File: src/rtl/rnn_seq_pkg.sv
// rnn_seq_pkg: layer indices, dependency masks, FSM encoding and error bit positions for the RNNoise layer sequencer.
package rnn_seq_pkg;
  localparam int NUM_LAYERS = 6;
  localparam int L_DENSE1 = 0;
  localparam int L_GRU1 = 1;
  localparam int L_DENSE2 = 2;
  localparam int L_GRU2 = 3;
  localparam int L_GRU3 = 4;
  localparam int L_DENSE3 = 5;
  localparam int ERR_TIMEOUT = 0;
  localparam int ERR_PROTO = 1;
  typedef logic [NUM_LAYERS-1:0] layer_mask_t;
  // Bit j of DEP[k] set means layer k waits for layer j to finish.
  localparam layer_mask_t DEP [NUM_LAYERS] = '{
    6'b000000, 6'b000001, 6'b000010, 6'b000010, 6'b001000, 6'b010000
  };
  typedef enum logic {IDLE, RUN} state_t;
endpackage

File: src/rtl/rnn_layer_sequencer_watchdog.sv
// seq_watchdog: counts event-free RUN cycles and flags a timeout on the TIMEOUT-th one.
module seq_watchdog #(
  parameter int TIMEOUT = 4096,
  parameter int TIMEOUT_W = 16
) (
  input  logic clk,
  input  logic rst_n,
  input  logic run,
  input  logic clear,
  output logic timeout
);
  logic [TIMEOUT_W-1:0] cnt;
  // cnt holds idle cycles already elapsed, so the current idle cycle is number cnt+1.
  assign timeout = run && !clear && cnt == TIMEOUT_W'(TIMEOUT - 1);
  always_ff @(posedge clk or negedge rst_n)
    if (!rst_n) cnt <= '0;
    else if (clear || !run) cnt <= '0;
    else cnt <= cnt + TIMEOUT_W'(1);
endmodule

File: src/rtl/rnn_layer_sequencer.sv
// rnn_layer_sequencer: per-frame dependency scheduler for the six RNNoise layer engines with watchdog abort.
module rnn_layer_sequencer import rnn_seq_pkg::*; #(
  parameter int TIMEOUT = 4096,
  parameter int TIMEOUT_W = 16,
  parameter int CNT_W = 16
) (
  input  logic             clk,
  input  logic             rst_n,
  input  logic             frame_valid,
  output logic             frame_ready,
  input  logic             clear_state,
  output logic             gru_clr,
  output logic [5:0]       layer_start,
  input  logic [5:0]       layer_done,
  output logic             abort,
  output logic             vad_valid,
  output logic             gains_valid,
  output logic             frame_done,
  output logic             busy,
  output logic [1:0]       err,
  output logic [CNT_W-1:0] frame_count
);
  state_t state;
  layer_mask_t started, done, can_start, valid_done, done_nxt;
  logic run, accept, timeout, event_seen, finish;
  assign run = state == RUN;
  assign frame_ready = state == IDLE;
  assign busy = run;
  assign accept = frame_valid && frame_ready;
  always_comb begin
    can_start = '0;
    for (int k = 0; k < NUM_LAYERS; k++)
      can_start[k] = run && !started[k] && (DEP[k] & ~done) == '0;
  end
  assign layer_start = can_start;
  // A start only fires where started is clear, so started also excludes the start cycle.
  assign valid_done = run ? layer_done & started & ~done : '0;
  assign done_nxt = done | valid_done;
  assign finish = run && !timeout && &done_nxt;
  assign event_seen = |can_start || |valid_done;
  assign abort = timeout;
  seq_watchdog #(.TIMEOUT(TIMEOUT), .TIMEOUT_W(TIMEOUT_W)) u_wd (
    .clk(clk), .rst_n(rst_n), .run(run), .clear(event_seen), .timeout(timeout)
  );
  always_ff @(posedge clk or negedge rst_n)
    if (!rst_n) begin
      state <= IDLE;
      started <= '0;
      done <= '0;
      gru_clr <= 1'b0;
      vad_valid <= 1'b0;
      gains_valid <= 1'b0;
      frame_done <= 1'b0;
      err <= '0;
      frame_count <= '0;
    end else begin
      vad_valid <= !timeout && valid_done[L_DENSE2];
      gains_valid <= !timeout && valid_done[L_DENSE3];
      frame_done <= finish;
      frame_count <= frame_count + CNT_W'(finish);
      err[ERR_PROTO] <= (err[ERR_PROTO] && !accept) || |(layer_done & ~valid_done);
      err[ERR_TIMEOUT] <= (err[ERR_TIMEOUT] && !accept) || timeout;
      if (accept) begin
        state <= RUN;
        started <= '0;
        done <= '0;
        gru_clr <= clear_state;
      end else if (timeout || finish) begin
        state <= IDLE;
        started <= '0;
        done <= '0;
        gru_clr <= 1'b0;
      end else begin
        started <= started | can_start;
        done <= done_nxt;
      end
    end
endmodule

File: config.mk
export PLATFORM = sky130hd
export DESIGN_NAME = rnn_layer_sequencer
export DESIGN_NICKNAME = d
export VERILOG_FILES = /design/src/rtl/rnn_seq_pkg.sv /design/src/rtl/rnn_layer_sequencer_watchdog.sv /design/src/rtl/rnn_layer_sequencer.sv
export SDC_FILE = /design/constraint.sdc
export NUM_CORES = 1
export LEC_CHECK = 0
export ABC_CLOCK_PERIOD_IN_PS = 2240
export BUFFER_PORTS_ARGS = -buffer_cell sky130_fd_sc_hd__buf_4
export CORE_MARGIN = 3
export CORE_UTILIZATION = 50
export CTS_CLUSTER_SIZE = 10
export DETAILED_ROUTE_END_ITERATION = 16
export HOLD_SLACK_MARGIN = 0.05
export MAX_ROUTING_LAYER = met4
export PLACE_DENSITY_LB_ADDON = 0.05
export SETUP_SLACK_MARGIN = 0.5
export SLEW_MARGIN = 40
export SYNTH_ARGS = -nofsm -noshare
export SYNTH_HDL_FRONTEND = slang
export SYNTH_SLANG_ARGS = --single-unit
File: constraint.sdc
create_clock -name clk -period 2.24 [get_ports clk]
set_input_delay 0.224 -clock clk [delete_from_list [all_inputs] [get_ports clk]]
set_output_delay 0.224 -clock clk [all_outputs]
set_load 0.005 [all_outputs]
; ---- Word level (Yosys, flattened, before mapping)
; Index checks and enable logic that the tools add are counted.
[word_totals]
reg_bits = 51
input_bits = 10
out_inout_bits = 31
word_cells = 74
[op_classes]
addsub = 2
n_eq_ne = 1
n_mux = 9
bitwise = 8
n_reduce_logical = 44
[op_table]
columns = op, n
row1 = $mux 6, 5
row2 = $logic_not 6->1, 4
row3 = $logic_and 1x1->1, 20
row4 = $and 6x6->6, 3
row5 = $reduce_or 6->1, 3
row6 = $add 16x1->16, 1
row7 = $add 16x1->16 const B, 1
row8 = $eq 16x12->1 const B, 1
row9 = $mux 16, 1
row10 = $not 6->6, 2
row11 = $or 6x6->6, 2
row12 = $logic_not 1->1, 10
row13 = $reduce_and 6->1, 1
row14 = $logic_or 1x1->1, 5
row15 = $mux 1, 3
row16 = $reduce_bool 2->1, 1
row17 = $not 1->1, 1

; ---- Longest topological paths before layout
[logic_depth]
ltp_word = 14
depth_mapped = 11
depth_no_buf = 10

; ---- Modules after synthesis
; Synthesis repeated with hierarchy kept, for this count alone.
[hier_totals]
cells_unflattened = 234
hier_area_um2 = 2461.1
[by_module_without_submodules]
columns = module, instances, cells_per_inst, area_per_inst_um2, seq_area_each_um2
row1 = rnn_layer_sequencer, 1, 148, 1619.1, 875.8
row2 = seq_watchdog, 1, 86, 842.1, 400.4

; ---- Worst setup path before layout
; Ideal clock, no wire load.
[synth_path]
path_kind = flip-flop to flip-flop
startpoint = reg u_wd.cnt[12]
endpoint = reg frame_count[10]
t_arrival_ps = 2404
setup_slack_ps = -289
path_stages_with_launch = 11
synth_period_minus_slack_ps = 2529
cell_sequence = dfrtp_1 -> or4_1 -> a21oi_1 -> nand2_1 -> nor4_1 -> nor2_1 -> ha_1 -> ha_1 -> nand3_1 -> nor2_1 -> xor2_1
[synth_via]
elab_chain_cells = 6
[synth_rtl]
columns = item, line_no
row1 = "start, declared", rnn_layer_sequencer_watchdog.sv:12  ; logic [TIMEOUT_W-1:0] cnt;
row2 = "start signal, assigned", rnn_layer_sequencer_watchdog.sv:18  ; else cnt <= cnt + TIMEOUT_W'(1);
row3 = $eq 16x12->1, rnn_layer_sequencer_watchdog.sv:14  ; assign timeout = run && !clear && cnt == TIMEOUT_W'(TIMEOUT - 1);
row4 = $logic_and 1x1->1, rnn_layer_sequencer_watchdog.sv:14
row5 = via abort, rnn_layer_sequencer.sv:15  ; output logic abort,
row6 = $logic_not 1->1, rnn_layer_sequencer.sv:39  ; assign finish = run && !timeout && &done_nxt;
row7 = $logic_and 1x1->1 (2 in a row), rnn_layer_sequencer.sv:39
row8 = via finish, rnn_layer_sequencer.sv:25  ; logic run, accept, timeout, event_seen, finish;
row9 = $add 16x1->16, rnn_layer_sequencer.sv:60  ; frame_count <= frame_count + CNT_W'(finish);
row10 = "end signal, assigned", rnn_layer_sequencer.sv:60
row11 = "end, declared", rnn_layer_sequencer.sv:21  ; output logic [CNT_W-1:0] frame_count
; The timed path passes the listed nets, and every way through them passes these cells.
; A chain may end at the register's enable or synchronous reset.

; ---- Worst setup path after layout
[layout_path]
startpoint = reg state (netlist: busy)
endpoint = reg frame_count[12]
[layout_via]
elab_chain_cells = 11
[layout_rtl]
columns = item, line_no
row1 = "start, declared", rnn_layer_sequencer.sv:23  ; state_t state;
row2 = "start signal, assigned", rnn_layer_sequencer.sv:47  ; state <= IDLE;
row3 = "start signal, assigned", rnn_layer_sequencer.sv:64  ; state <= RUN;
row4 = "start signal, assigned", rnn_layer_sequencer.sv:69  ; state <= IDLE;
row5 = $logic_and 1x1->1 (2 in a row), rnn_layer_sequencer.sv:33  ; can_start[k] = run && !started[k] && (DEP[k] & ~done) == '0;
row6 = $reduce_or 6->1, rnn_layer_sequencer.sv:40  ; assign event_seen = |can_start || |valid_done;
row7 = $logic_or 1x1->1, rnn_layer_sequencer.sv:40
row8 = $logic_not 1->1, rnn_layer_sequencer_watchdog.sv:14
row9 = $logic_and 1x1->1 (2 in a row), rnn_layer_sequencer_watchdog.sv:14
row10 = $logic_not 1->1, rnn_layer_sequencer.sv:39
row11 = $logic_and 1x1->1, rnn_layer_sequencer.sv:39
row12 = $logic_and 1x1->1 *, rnn_layer_sequencer.sv:39
row13 = via finish, rnn_layer_sequencer.sv:25
row14 = $add 16x1->16 *, rnn_layer_sequencer.sv:60
; The timed path passes the listed nets; every way through them passes the cells marked *.

==> reports/summary.txt <==
============================================================================================
Cell area after placement                                                         2960 sq um
Post-Syn Instances                                                                       231
Via count of the first global-routing pass                                             1,817
Die extent in x                                                                      74.4 um
Yosys cell types                                                                          37
Number of synthesized flops with an enable pin                                             0
Clock insertion delay at the later pin of the skew report                            0.30 ns
Buffers and inverters on the worst path                                                    2
Upper clock frequency limit                                                          453 MHz
Leakage power of the design                                                       0.00160 uW
Number of failing hold endpoints at the final stage                                        0
Setup slack at placement                                                          -0.0979 ns
Initial antenna violation count                                                            0
Total global-route track usage                                                         18.7%
Complex-gate fraction of the synthesized area                                          7.28%
Pwr dens                                                                         937 nW/um^2
1st-iter DRT viols                                                                       133
Post-layout instance area                                                         3280 sq um
Ratio of cells with drive above 1 in the final layout                                  36.8%
Detailed Place HPWL                                                                  3400 um
Number of CTS-inserted buffers                                                             5
Area used by sequential logic in the layout                                       1280 sq um
DRC viols                                                                                  0
Layout Area Growth over Synthesis                                                      40.2%
Final Max Slew Viols                                                                       0
Setup slack on the worst flop-to-flop path                                           0.03 ns
Final nets                                                                               330
Number of endpoints failing setup at the final stage                                       0
Port bufs                                                                                 40
Commonest cells after routing, fill and taps aside                              sky130_fd_sc_hd__buf_4 (76), sky130_fd_sc_hd__dfrtp_1 (50), sky130_fd_sc_hd__nor2_1 (35)
Max H-tree Level                                                                           2
Final period utilization                                                               98.5%
Cells on Worst Hold Path                                                                   3
Basic-gate share of the synthesized area counting and, or, nand and nor cells          23.5%
Maximum number of pins on one net before global-route repair                              52
Placement Rows                                                                            24
Via count of the routed design                                                         1,913
Arrival time worst endpoint                                                          2.39 ns
Type of the worst min-delay path                                                   in -> reg
Dominant combinational cell family by area after synthesis                      simple AND/OR/NAND/NOR gates
Area enclosed by the die boundary                                                 5530 sq um
Hold Crit Endpoint                                                              gru_clr$_DFFE_PN0P_
CP Launch Type                                                                     flip-flop
Root Buffer                                                                     sky130_fd_sc_hd__clkbuf_8
Layout fillers                                                                           318
CP max FO                                                                                  4
Cell family with the largest share of critical-path delay                       simple AND/OR/NAND/NOR gates
Share of synthesized cell area in full adder, half adder and majority cells            1.61%
Highest cell delay on the worst timing path                                          0.43 ns
Slew at the pin closest to its max-slew limit                                       0.629 ns
Top_reg_cell synth                                                              sky130_fd_sc_hd__dfrtp_1
Buffer depth of the longest clock path                                                     2
Ant diodes                                                                                 0
Area share of xor/xnor cells in the synthesized design                                 10.1%
Post-route clock skew                                                             0.00690 ns
Netlist area before placement                                                     2340 sq um
Max_cap viols                                                                              0
Proportion of synthesized chip area in sequential cells                                54.6%
Multi-input gate area                                                             1150 sq um
Routed len/inst                                                                      13.2 um
1st-pass router iterations                                                                 4
Commonest non-fill, non-tap cell in the layout                                  sky130_fd_sc_hd__buf_4
Critical path class                                                               reg -> reg
Final Wtd Congestion                                                                   0.842
FF+latch count, synth                                                                     51
Clk slew on worst S/H paths                                                          0.09 ns
Start of the worst register-to-register path                                    busy$_DFFE_PN0P_
First-pass GRT wire length                                                           7880 um
Critical-path cell list                                                         buf_6, buf_6, and4b_1, a211o_1, nor4_4, nor2_2, ha_4, ha_4, nand3_4, nor2_2, xor2_1
RR Endpoint                                                                     frame_count[12]$_DFF_PN0_
Sum of overflow across all layers after global routing                                     0
Post-synthesis mux area share                                                             0%
Post-layout minimum cycle time                                                       2.21 ns
Wire length reported by the detailed router                                          4890 um
Final Instance Count excl. Fillers                                                       370
DP Cell Count                                                                            350
WP data required                                                                     2.43 ns
Initial cell density of the core                                                       52.6%
Post-DRT Antenna Nets                                                                      0
Endpoint class of the critical path                                                flip-flop
Start point of the worst min-delay path                                          clear_state
Die height                                                                           74.4 um
RSZ-0062 raised after global routing                                                    true
Average cell area after synthesis                                                 10.1 sq um
Minimum setup slack in the final design                                            0.0336 ns
Number of clock sinks seen by CTS                                                         51
Max_slew headroom                                                                      58.1%
Cell with the biggest individual delay on the critical path                     sky130_fd_sc_hd__dfrtp_2
Outcome                                                                         finished clean
Core Area                                                                         4440 sq um
Via/cell ratio                                                                          5.17
I/O Pins                                                                                  41
Post-Synthesis Net Count                                                                 244
Aggregate negative setup slack                                                          0 ns
Peak VDD IR                                                                       0.000414 V
CTS tree                                                                                 yes
Worst r2r path cells                                                                      11
Synthesis warning total                                                                    0
Post-synthesis async set-or-reset flop share                                            100%
============================================================================================
cell type report:
cell class,count,share of cell area (%)
Timing Repair Buffer,85,20.3
Tap cell,52,1.98
Clock buffer,7,2.63
Sequential cell,51,39.0
Clock inverter,1,0.267
Multi-Input combinational cell,166,35.0
Inverter,8,0.916
worst max-delay path by stage:
stage                           start                   endpoint  depth (start not counted)
6_report             busy$_DFFE_PN0P_  frame_count[12]$_DFF_PN0_                         11
5_1_grt              busy$_DFFE_PN0P_  frame_count[12]$_DFF_PN0_                         11
4_1_cts              busy$_DFFE_PN0P_   frame_count[9]$_DFF_PN0_                         10
3_5_place_dp         busy$_DFFE_PN0P_  frame_count[15]$_DFF_PN0_                          8
3_3_place_gp   u_wd.cnt[14]$_DFF_PN0_  frame_count[14]$_DFF_PN0_                         10
2_1_floorplan  u_wd.cnt[13]$_DFF_PN0_  frame_count[14]$_DFF_PN0_                         10
cell families after synthesis:
family / after synthesis
and+or+nand+nor: 112
AOI/OAI and AO/OA: 24
DFF: 51
xor gates and xnor gates: 27
adders and majority gates: 3
buffers and inverters: 14
synth_stat cells, types with 4 or more instances:
library cell	number	area share, %
sky130_fd_sc_hd__nand2_1	23	3.7
sky130_fd_sc_hd__inv_1	8	1.3
sky130_fd_sc_hd__nor2_1	40	6.4
sky130_fd_sc_hd__a21oi_1	10	2.1
sky130_fd_sc_hd__a31oi_1	5	1.3
sky130_fd_sc_hd__and3_1	4	1.1
sky130_fd_sc_hd__nand4_1	6	1.6
sky130_fd_sc_hd__dfrtp_1	51	55
sky130_fd_sc_hd__xor2_1	17	6.4
sky130_fd_sc_hd__xnor2_1	10	3.7
sky130_fd_sc_hd__nand3_1	14	3.0
metrics by stage:
step                utilization [%]  total power (uW)  hold slack (ns)
finish                         73.8              3070            0.126
global route                   73.8              3270            0.143
CTS                            72.0              3050            0.124
detailed placement             66.6              2370            0.287
global placement               66.6              2370            0.286
floorplan                         -              1870          -0.0716
worst reg2reg max path, cell delays in order (launching register included):
cell and delay (ns):
sky130_fd_sc_hd__dfrtp_2 0.43, sky130_fd_sc_hd__buf_6 0.13, sky130_fd_sc_hd__buf_6 0.10, sky130_fd_sc_hd__and4b_1 0.16, sky130_fd_sc_hd__a211o_1 0.26, sky130_fd_sc_hd__nor4_4 0.26, sky130_fd_sc_hd__nor2_2 0.10, sky130_fd_sc_hd__ha_4 0.18
sky130_fd_sc_hd__ha_4 0.17, sky130_fd_sc_hd__nand3_4 0.11, sky130_fd_sc_hd__nor2_2 0.05, sky130_fd_sc_hd__xor2_1 0.13
report_power, final:
group | switching, uW | internal (uW) | leakage [uW] | total [uW]
logic | 589 | 642 | 0.000900 | 1230
registers | 187 | 1100 | 0.000656 | 1290
clock network | 300 | 254 | 0.0000484 | 554
total | 1080 | 2000 | 0.00160 | 3070
state kept, by name (all words and copies together) (netlist names):
| signal | flops |
|---|---|
| busy | 1 |
| done | 6 |
| err | 2 |
| frame_count | 16 |
| frame_done | 1 |
| gains_valid | 1 |
| gru_clr | 1 |
| started | 6 |
| u_wd.cnt | 16 |
| vad_valid | 1 |
layer usage:
layer / wire [um] / global-route usage (%) / vias to the layer above
li1: - / - / 958
met1: 2270 / 23.4 / 897
met2: 2330 / 30.0 / 48
met3: 213 / 4.32 / 10
met4: 76 / 6.32 / 0
met5: 0 / - / -
what timing repair did:
action                                  in CTS  in global routing
endpoints found under the setup margin      48                 48
hold buffers                                 1                  0
resized for setup                           19                  9
endpoints found under the hold margin       51                  0
buffers inserted                             7                  4
pin swaps                                   12                  5
No activity file was read; power rests on OpenSTA's default activity.
